## config.mk

```make
export PLATFORM = sky130hd
export DESIGN_NAME = uart_tx_sched
export DESIGN_NICKNAME = d
export VERILOG_FILES = /design/src/rtl/uart_ctrl_pkg.sv /design/src/rtl/uart_rr_arb.sv /design/src/rtl/uart_tx_sched.sv
export SDC_FILE = /design/constraint.sdc
export NUM_CORES = 1
export LEC_CHECK = 0
export BUFFER_PORTS_ARGS = -buffer_cell sky130_fd_sc_hd__buf_2
export CORE_MARGIN = 1.5
export CORE_UTILIZATION = 38
export CTS_CLUSTER_SIZE = 16
export DETAILED_ROUTE_END_ITERATION = 6
export GPL_TIMING_DRIVEN = 0
export SETUP_SLACK_MARGIN = 0.5
export SLEW_MARGIN = 40
export SYNTH_ARGS = -nofsm -noshare
export SYNTH_HDL_FRONTEND = slang
export SYNTH_SLANG_ARGS = --single-unit
```

## constraint.sdc

```tcl
create_clock -name Clock -period 3.7 [get_ports Clock]
set_input_delay 0.555 -clock Clock [delete_from_list [all_inputs] [get_ports Clock]]
set_output_delay 0.555 -clock Clock [all_outputs]
set_load 0.005 [all_outputs]
```

## src/rtl/uart_ctrl_pkg.sv

```systemverilog
// Shared definitions for the UART transmit scheduler: FSM state encoding and default byte width.
package uart_ctrl_pkg;

    localparam int UART_DATA_W = 8;

    typedef enum logic [1:0] {
        ST_IDLE = 2'd0,
        ST_LOAD = 2'd1,
        ST_SEND = 2'd2,
        ST_WAIT = 2'd3
    } tx_state_e;

endpackage

```

## src/rtl/uart_rr_arb.sv

```systemverilog
// Combinational round-robin picker: the first set request strictly after ptr, wrapping at NUM_REQ.
module uart_rr_arb #(
    parameter int NUM_REQ = 2
) (
    input  logic [NUM_REQ-1:0]         req,
    input  logic [$clog2(NUM_REQ)-1:0] ptr,
    output logic [NUM_REQ-1:0]         win_onehot,
    output logic [$clog2(NUM_REQ)-1:0] win_idx
);

    localparam int PTR_W = $clog2(NUM_REQ);

    logic             found;
    logic [PTR_W-1:0] cand;

    always_comb begin
        win_onehot = '0;
        win_idx    = '0;
        found      = 1'b0;
        cand       = '0;
        // k runs 1..NUM_REQ so the last client searched is the previous winner itself.
        for (int k = 1; k <= NUM_REQ; k++) begin
            cand = PTR_W'((int'(ptr) + k) % NUM_REQ);
            if (!found && req[cand]) begin
                found             = 1'b1;
                win_onehot[cand]  = 1'b1;
                win_idx           = cand;
            end
        end
    end

endmodule

```

## src/rtl/uart_tx_sched.sv

```systemverilog
// Round-robin scheduler that shares one TX buffer + UART_Tx among NUM_REQ clients.
module uart_tx_sched
    import uart_ctrl_pkg::*;
#(
    parameter int NUM_REQ     = 2,
    parameter int DATA_W      = UART_DATA_W,
    parameter int TIMEOUT_CYC = 4096
) (
    input  logic                      Clock,
    input  logic                      Reset,
    input  logic [NUM_REQ-1:0]        req,
    input  logic [NUM_REQ*DATA_W-1:0] req_data,
    output logic [NUM_REQ-1:0]        gnt,
    output logic                      load,
    output logic                      SEND,
    output logic [DATA_W-1:0]         Tx_Data,
    input  logic                      NINTO,
    output logic                      busy,
    output logic                      timeout_err,
    input  logic                      err_clr
);

    localparam int PTR_W = $clog2(NUM_REQ);
    localparam int CNT_W = $clog2(TIMEOUT_CYC);
    localparam logic [CNT_W-1:0] CNT_LAST = CNT_W'(TIMEOUT_CYC - 1);

    tx_state_e          state, state_nxt;
    logic [PTR_W-1:0]   ptr, ptr_nxt;
    logic [CNT_W-1:0]   cnt, cnt_nxt;
    logic [DATA_W-1:0]  tx_data_nxt;
    logic [NUM_REQ-1:0] gnt_nxt;
    logic               load_nxt;
    logic               send_nxt;
    logic               busy_nxt;
    logic               err_set;
    logic               err_nxt;

    logic [NUM_REQ-1:0] win_onehot;
    logic [PTR_W-1:0]   win_idx;

    uart_rr_arb #(
        .NUM_REQ(NUM_REQ)
    ) u_arb (
        .req        (req),
        .ptr        (ptr),
        .win_onehot (win_onehot),
        .win_idx    (win_idx)
    );

    always_comb begin
        // NOTE: every variable gets a default first so no path can infer a latch.
        state_nxt   = state;
        ptr_nxt     = ptr;
        cnt_nxt     = cnt;
        tx_data_nxt = Tx_Data;
        gnt_nxt     = '0;
        load_nxt    = 1'b0;
        send_nxt    = 1'b0;
        err_set     = 1'b0;

        unique case (state)
            ST_IDLE: begin
                if (|req) begin
                    state_nxt   = ST_LOAD;
                    ptr_nxt     = win_idx;
                    tx_data_nxt = req_data[win_idx*DATA_W +: DATA_W];
                    gnt_nxt     = win_onehot;
                    load_nxt    = 1'b1;
                end
            end
            ST_LOAD: begin
                state_nxt = ST_SEND;
                send_nxt  = 1'b1;
            end
            ST_SEND: begin
                state_nxt = ST_WAIT;
                cnt_nxt   = '0;
            end
            ST_WAIT: begin
                // The done flag may still be low from the previous byte on the first WAIT cycle.
                if (cnt != '0 && !NINTO) begin
                    state_nxt = ST_IDLE;
                end else if (cnt == CNT_LAST) begin
                    state_nxt = ST_IDLE;
                    err_set   = 1'b1;
                end else begin
                    cnt_nxt = cnt + 1'b1;
                end
            end
            default: state_nxt = ST_IDLE;
        endcase

        busy_nxt = (state_nxt != ST_IDLE);
        err_nxt  = err_set ? 1'b1 : (err_clr ? 1'b0 : timeout_err);
    end

    // NOTE: non-blocking assignments so every register samples pre-edge values.
    always_ff @(posedge Clock or posedge Reset) begin
        if (Reset) begin
            state       <= ST_IDLE;
            ptr         <= PTR_W'(NUM_REQ - 1);
            cnt         <= '0;
            Tx_Data     <= '0;
            gnt         <= '0;
            load        <= 1'b0;
            SEND        <= 1'b0;
            busy        <= 1'b0;
            timeout_err <= 1'b0;
        end else begin
            state       <= state_nxt;
            ptr         <= ptr_nxt;
            cnt         <= cnt_nxt;
            Tx_Data     <= tx_data_nxt;
            gnt         <= gnt_nxt;
            load        <= load_nxt;
            SEND        <= send_nxt;
            busy        <= busy_nxt;
            timeout_err <= err_nxt;
        end
    end

endmodule

```

After elaboration in Yosys (flattened, before gate mapping):

Index checks and enable logic that the tools add are counted.

* register bits: 29
* input bits: 22
* output and inout port bits: 14
* logic and storage cells: 68

* add/sub/neg operators: 3
* $lt $le $gt $ge: 4
* equal/unequal tests: 6
* shifts and indexed selects: 1
* muxes and demuxes: 30
* bitwise logic cells: 1
* reduce and logical (&&, ||, !) cells: 14

Operator list (count)
* $mux W12: 2
* $pmux W12 S2: 1
* $mux W1: 17
* $shiftx A16 B5 Y8: 1
* $mux W2: 7
* $add A12 B1 Y12 const B: 1
* $eq A12 B12 Y1 const B: 1
* $reduce_bool A12 Y1: 1
* $pmux W2 S4: 1
* $reduce_bool A2 Y1: 3
* $eq A2 B2 Y1 const B: 2
* $logic_and A1 B1 Y1: 4
* $lt A1 B2 Y1 const B: 2
* $ne A2 B2 Y1 const B: 2
* $reduce_and A3 Y1: 1
* $add A1 B1 Y1 const B: 2
* $demux W1 S1: 2
* $eq A2 B1 Y1 const B: 1
* $ge A1 B1 Y1 const B: 2
* $logic_not A1 Y1: 2
* $logic_not A2 Y1: 1
* $or A2 B2 Y2: 1
* $reduce_and A2 Y1: 1
* $reduce_or A2 Y1: 1

Longest topological paths before layout:

* depth in word-level cells: 10
* depth in mapped cells: 7
* gate-level depth less buffers: 6

Cells and area by module:

From an unflattened synthesis, not the netlist that was laid out.

* cells, all modules: 147
* area, all modules: 1526.5 sq um

By module, submodules not included
* uart_tx_sched: times used 1, cells an instance 143, area each 1500.2 sq um, sequential area each 726.9 sq um
* uart_rr_arb: times used 1, cells an instance 4, area each 26.3 sq um, sequential area each 0.0 sq um

Worst setup path before layout:

OpenSTA, ideal clock, no wires.

* kind: reg2reg
* start point: register cnt[0]
* end point: register cnt[4]
* setup time: 82 ps
* data arrival time: 1943 ps
* required time: 3618 ps
* setup slack: 1675 ps
* cell stages (with the launch flop): 8
* buffers on the path: 1
* clock period less this slack: 2025 ps
* cells stage by stage: dfrtp_1 -> inv_1 -> ha_1 -> or3b_2 -> o41ai_4 -> buf_6 -> nand3_1 -> a31oi_1

* longest elaborated chain between the ends: 4
* elaborated cells on any way between the ends: 10
* classes of those cells: add/sub (1); eq/ne (3); mux (3); reduce/logical (3)

RTL lines
* from (decl): line uart_tx_sched.sv:29 `logic [CNT_W-1:0] cnt, cnt_nxt;`
* from (signal assigned): line uart_tx_sched.sv:112 `cnt <= cnt_nxt;`
* $add A12 B1 Y12 / $reduce_bool A12 Y1 (equally long branches): line uart_tx_sched.sv:87, uart_tx_sched.sv:81
* $mux W12 / $logic_and A1 B1 Y1 (equally long branches): line uart_tx_sched.sv:83, uart_tx_sched.sv:81
* $mux W12 / $ne A2 B2 Y1 (equally long branches)
* $pmux W12 S2 / $reduce_and A3 Y1 (equally long branches)

Several ways; a longest one is shown, not always the timed one. The select of a mux whose other input is x is not followed.
A chain may end at the register's enable or synchronous reset.

Worst setup path after layout:

* start point: register cnt[0]
* end point: register cnt[2]

The elaborated chain is that of the path after synthesis.

==> flow_summary.toml <==
[outcome]
outcome = "complete, no violations"

[sta]
fin_crit_sh_pct = 63.3
rsz0062_at_grt = "false"
final-setup-viol-count = 0
fmax_mhz = 427
skew_ns = 0.00397
relSlewSlack_pct = 59.4
timing.setup.tns_ns = 0
hold_ws_ns = 0.337
slew_worst_pin_ns = 0.606
report.final.hold_viol_count = 0
slew_viol_final = 0
fin_crit_ns = 2.34

[place]
gp_congestion = 0.793
placement.cell_area_um2 = 1750
numPortBuffers = 35
detailed_place_hpwl_um = 2440

[clock_tree]
clock_tree.htree_level_count = 2
cts.path.max_buffers = 2
tritoncts.num_buffers = 5
clock-sinks = 29
clk_root_buffer_cell = "clkbuf_8"
clock_latency_at_the_later_pin_of_the_worst_skew_pair_ns = 0.28
postCtsResizedCells = 0
cts_setup_buffers = 0
cts_hold_buf = 0
cts.clk_slew.worst_paths_ns = 0.06
cts_tree = "done"

[synthesis]
synthMostInstantiatedCell = "dfrtp_1"
synth-main-ff-cell = "dfrtp_1"
syn_area_per_cell_um2 = 9.88
post_synth_most_frequent_cells = "dfrtp_1 (28), nand2_1 (18), o21ai_0 (12)"
synth.top_cells.by_area = "dfrtp_1 (46%), mux2i_1 (6.0%), a31oi_1 (4.6%), nand2_1 (4.5%), o21ai_0 (4.0%)"
post-synth-top-area-cell = "dfrtp_1"
synthesis.instances = 153
post_synth_num_cell_types = 39
ys.warnings.count = 0
ys_seq_area_share_pct = 48.1
synth-seq-cells = 29
post_syn_nets = 177
yosysTopAreaCellShare_pct = 46.4
synth_async_sr_flop_share_pct = 100
synth_enable_flop_cells = 0
synth.cell_area_um2 = 1510

[route]
postRouteWirelength_um = 3290
viasPerCell = 5.41
initialDrtViolationCount = 84
detail_route.wl_per_cell_um = 13.5
route.detailed.drc = 0
drtAntennaViolNets = 0
dr.pass1.iters = 4
route.vias.total = 1321

[hold_path]
classification_of_the_worst_slack_hold_path = "in2async"

[cells_and_area]
num-nets-final = 219
post_route_cell_area_um2 = 1870
share_of_cells_above_drive_strength_1_pct = 27.0
ant_diodes = 0
layout-area-overhead-vs-synth_pct = 23.5

[floorplan]
num_io_pins = 36
die-width_um = 66.1
placeableCoreArea_um2 = 3740
initial_utilization_pct = 40.4
die-height_um = 66.1
dieArea_um2 = 4360
core.rowCount = 22

[setup_path]
critPathMaxFanout = 10
critical_path.max_stage_delay_ns = 0.60
cpLargestDelayFamily = "compound AO/OA/AOI/OAI gates"
slowest_stage_cell_on_the_critical_path = "o41ai_4"
worst_setup_path_start_kind = "flop"
chain_of_cells_forming_the_critical_path = "inv_1, ha_1, or3b_2, o41ai_4, buf_6, nand3b_1, a31oi_1"
criticalPathCategory = "reg2reg"
required_time_worst_endpoint_ns = 3.89
critPathCaptureType = "flop"
regToRegSetupSlack_ns = 1.36
critPathBufInv = 2
worst-endpoint-arrival_ns = 2.53

[pwr]
power-per-cell-area_nw_per_um2 = 702
leakage_nw = 0.914
peakVddDrop_mv = 0.383

[job]
max-cap-violations = 0

[global_routing]
global_route.usage.total_pct = 17.4
overflow = 0
grt_antenna_before_repair = 0
grt_pass1_wl_um = 5770
grt_pass1_vias = 1283
grt_max_degree = 30
layout make-up:
cell class	count	area (µm²)
fill	374	1880
sequential	29	727
tap	48	60.1
buffer	7	48.8
inverter	11	41.3
clock buffer	6	82.6
timing repair buffer	35	175
clock inverter	2	37.5
multi-input combinational	106	694
logic make-up (layout without fill, tap and decap cells):
family | count (synthesis) | after routing | share of synthesized area [%]
adder cells (fa/ha/maj) | 2 | 2 | 1.66
AND/OR/NAND/NOR | 57 | 57 | 20.8
flip-flops | 29 | 29 | 48.1
AO/OA/AOI/OAI | 37 | 37 | 16.8
buffers and inverters | 18 | 61 | 5.96
multiplexers | 10 | 10 | 6.71
path summary, 6_finish.rpt:
kind	start	cells after the start	end
max in group asynchronous	Reset	2	state[1]$_DFF_PP0_
min in group Clock	err_clr	2	timeout_err$_DFFE_PP0P_
setup reg to reg	cnt[0]$_DFFE_PP0P_	7	cnt[2]$_DFFE_PP0P_
hold reg to reg	Tx_Data[6]$_DFFE_PP0P_	2	Tx_Data[6]$_DFFE_PP0P_
setup / recovery	cnt[0]$_DFFE_PP0P_	7	cnt[2]$_DFFE_PP0P_
hold / removal	Reset	2	Tx_Data[3]$_DFFE_PP0P_
flip-flops by register name, summed over array words and instances, names as in the netlist, 2 cells and up:
signal	cells
Tx_Data	8
gnt	2
state	2
cnt	12
cells in the final DEF (no fill, tap or decap), types with 2 or more instances in the layout:
cell	instances
buf_2	35
dfrtp_1	28
nand2_1	18
o21ai_0	12
a31oi_1	11
inv_1	10
mux2i_1	9
nand3_1	8
clkbuf_8	6
and3_1	5
nand4_1	4
nor4_1	4
nand3b_1	4
nor2_1	3
clkbuf_1	3
buf_6	3
nand2b_1	3
or4_1	2
o211ai_1	2
ha_1	2
per-layer routing:
metal | track usage, % | part of all wire (%) | vias up
met5 | 0 | 0 | -
met4 | 8.16 | 1.7 | 0
met3 | 4.43 | 4.7 | 7
met2 | 27.3 | 47 | 26
met1 | 22.6 | 47 | 639
li1 | - | - | 649
stage by stage:
stage               cells  total power, mW  util (%)  setup WS [ns]
global placement      236            0.964      46.7           1.42
CTS                   244             1.32      49.9           1.39
finish                244             1.31      49.9           1.36
floorplan             153            0.823         -           1.67
detailed placement    236            0.977      46.7           1.41
global route          244             1.41      49.9           1.24
report_power, final:
| group | switching, mW | internal (mW) | leakage (nW) | total, mW |
|---|---|---|---|---|
| Combinational | 0.273 | 0.213 | 0.481 | 0.486 |
| Clock | 0.118 | 0.219 | 0.0574 | 0.337 |
| Sequential | 0.0751 | 0.412 | 0.376 | 0.488 |
| Total | 0.466 | 0.844 | 0.914 | 1.31 |
(Power assumes the default switching activity.)
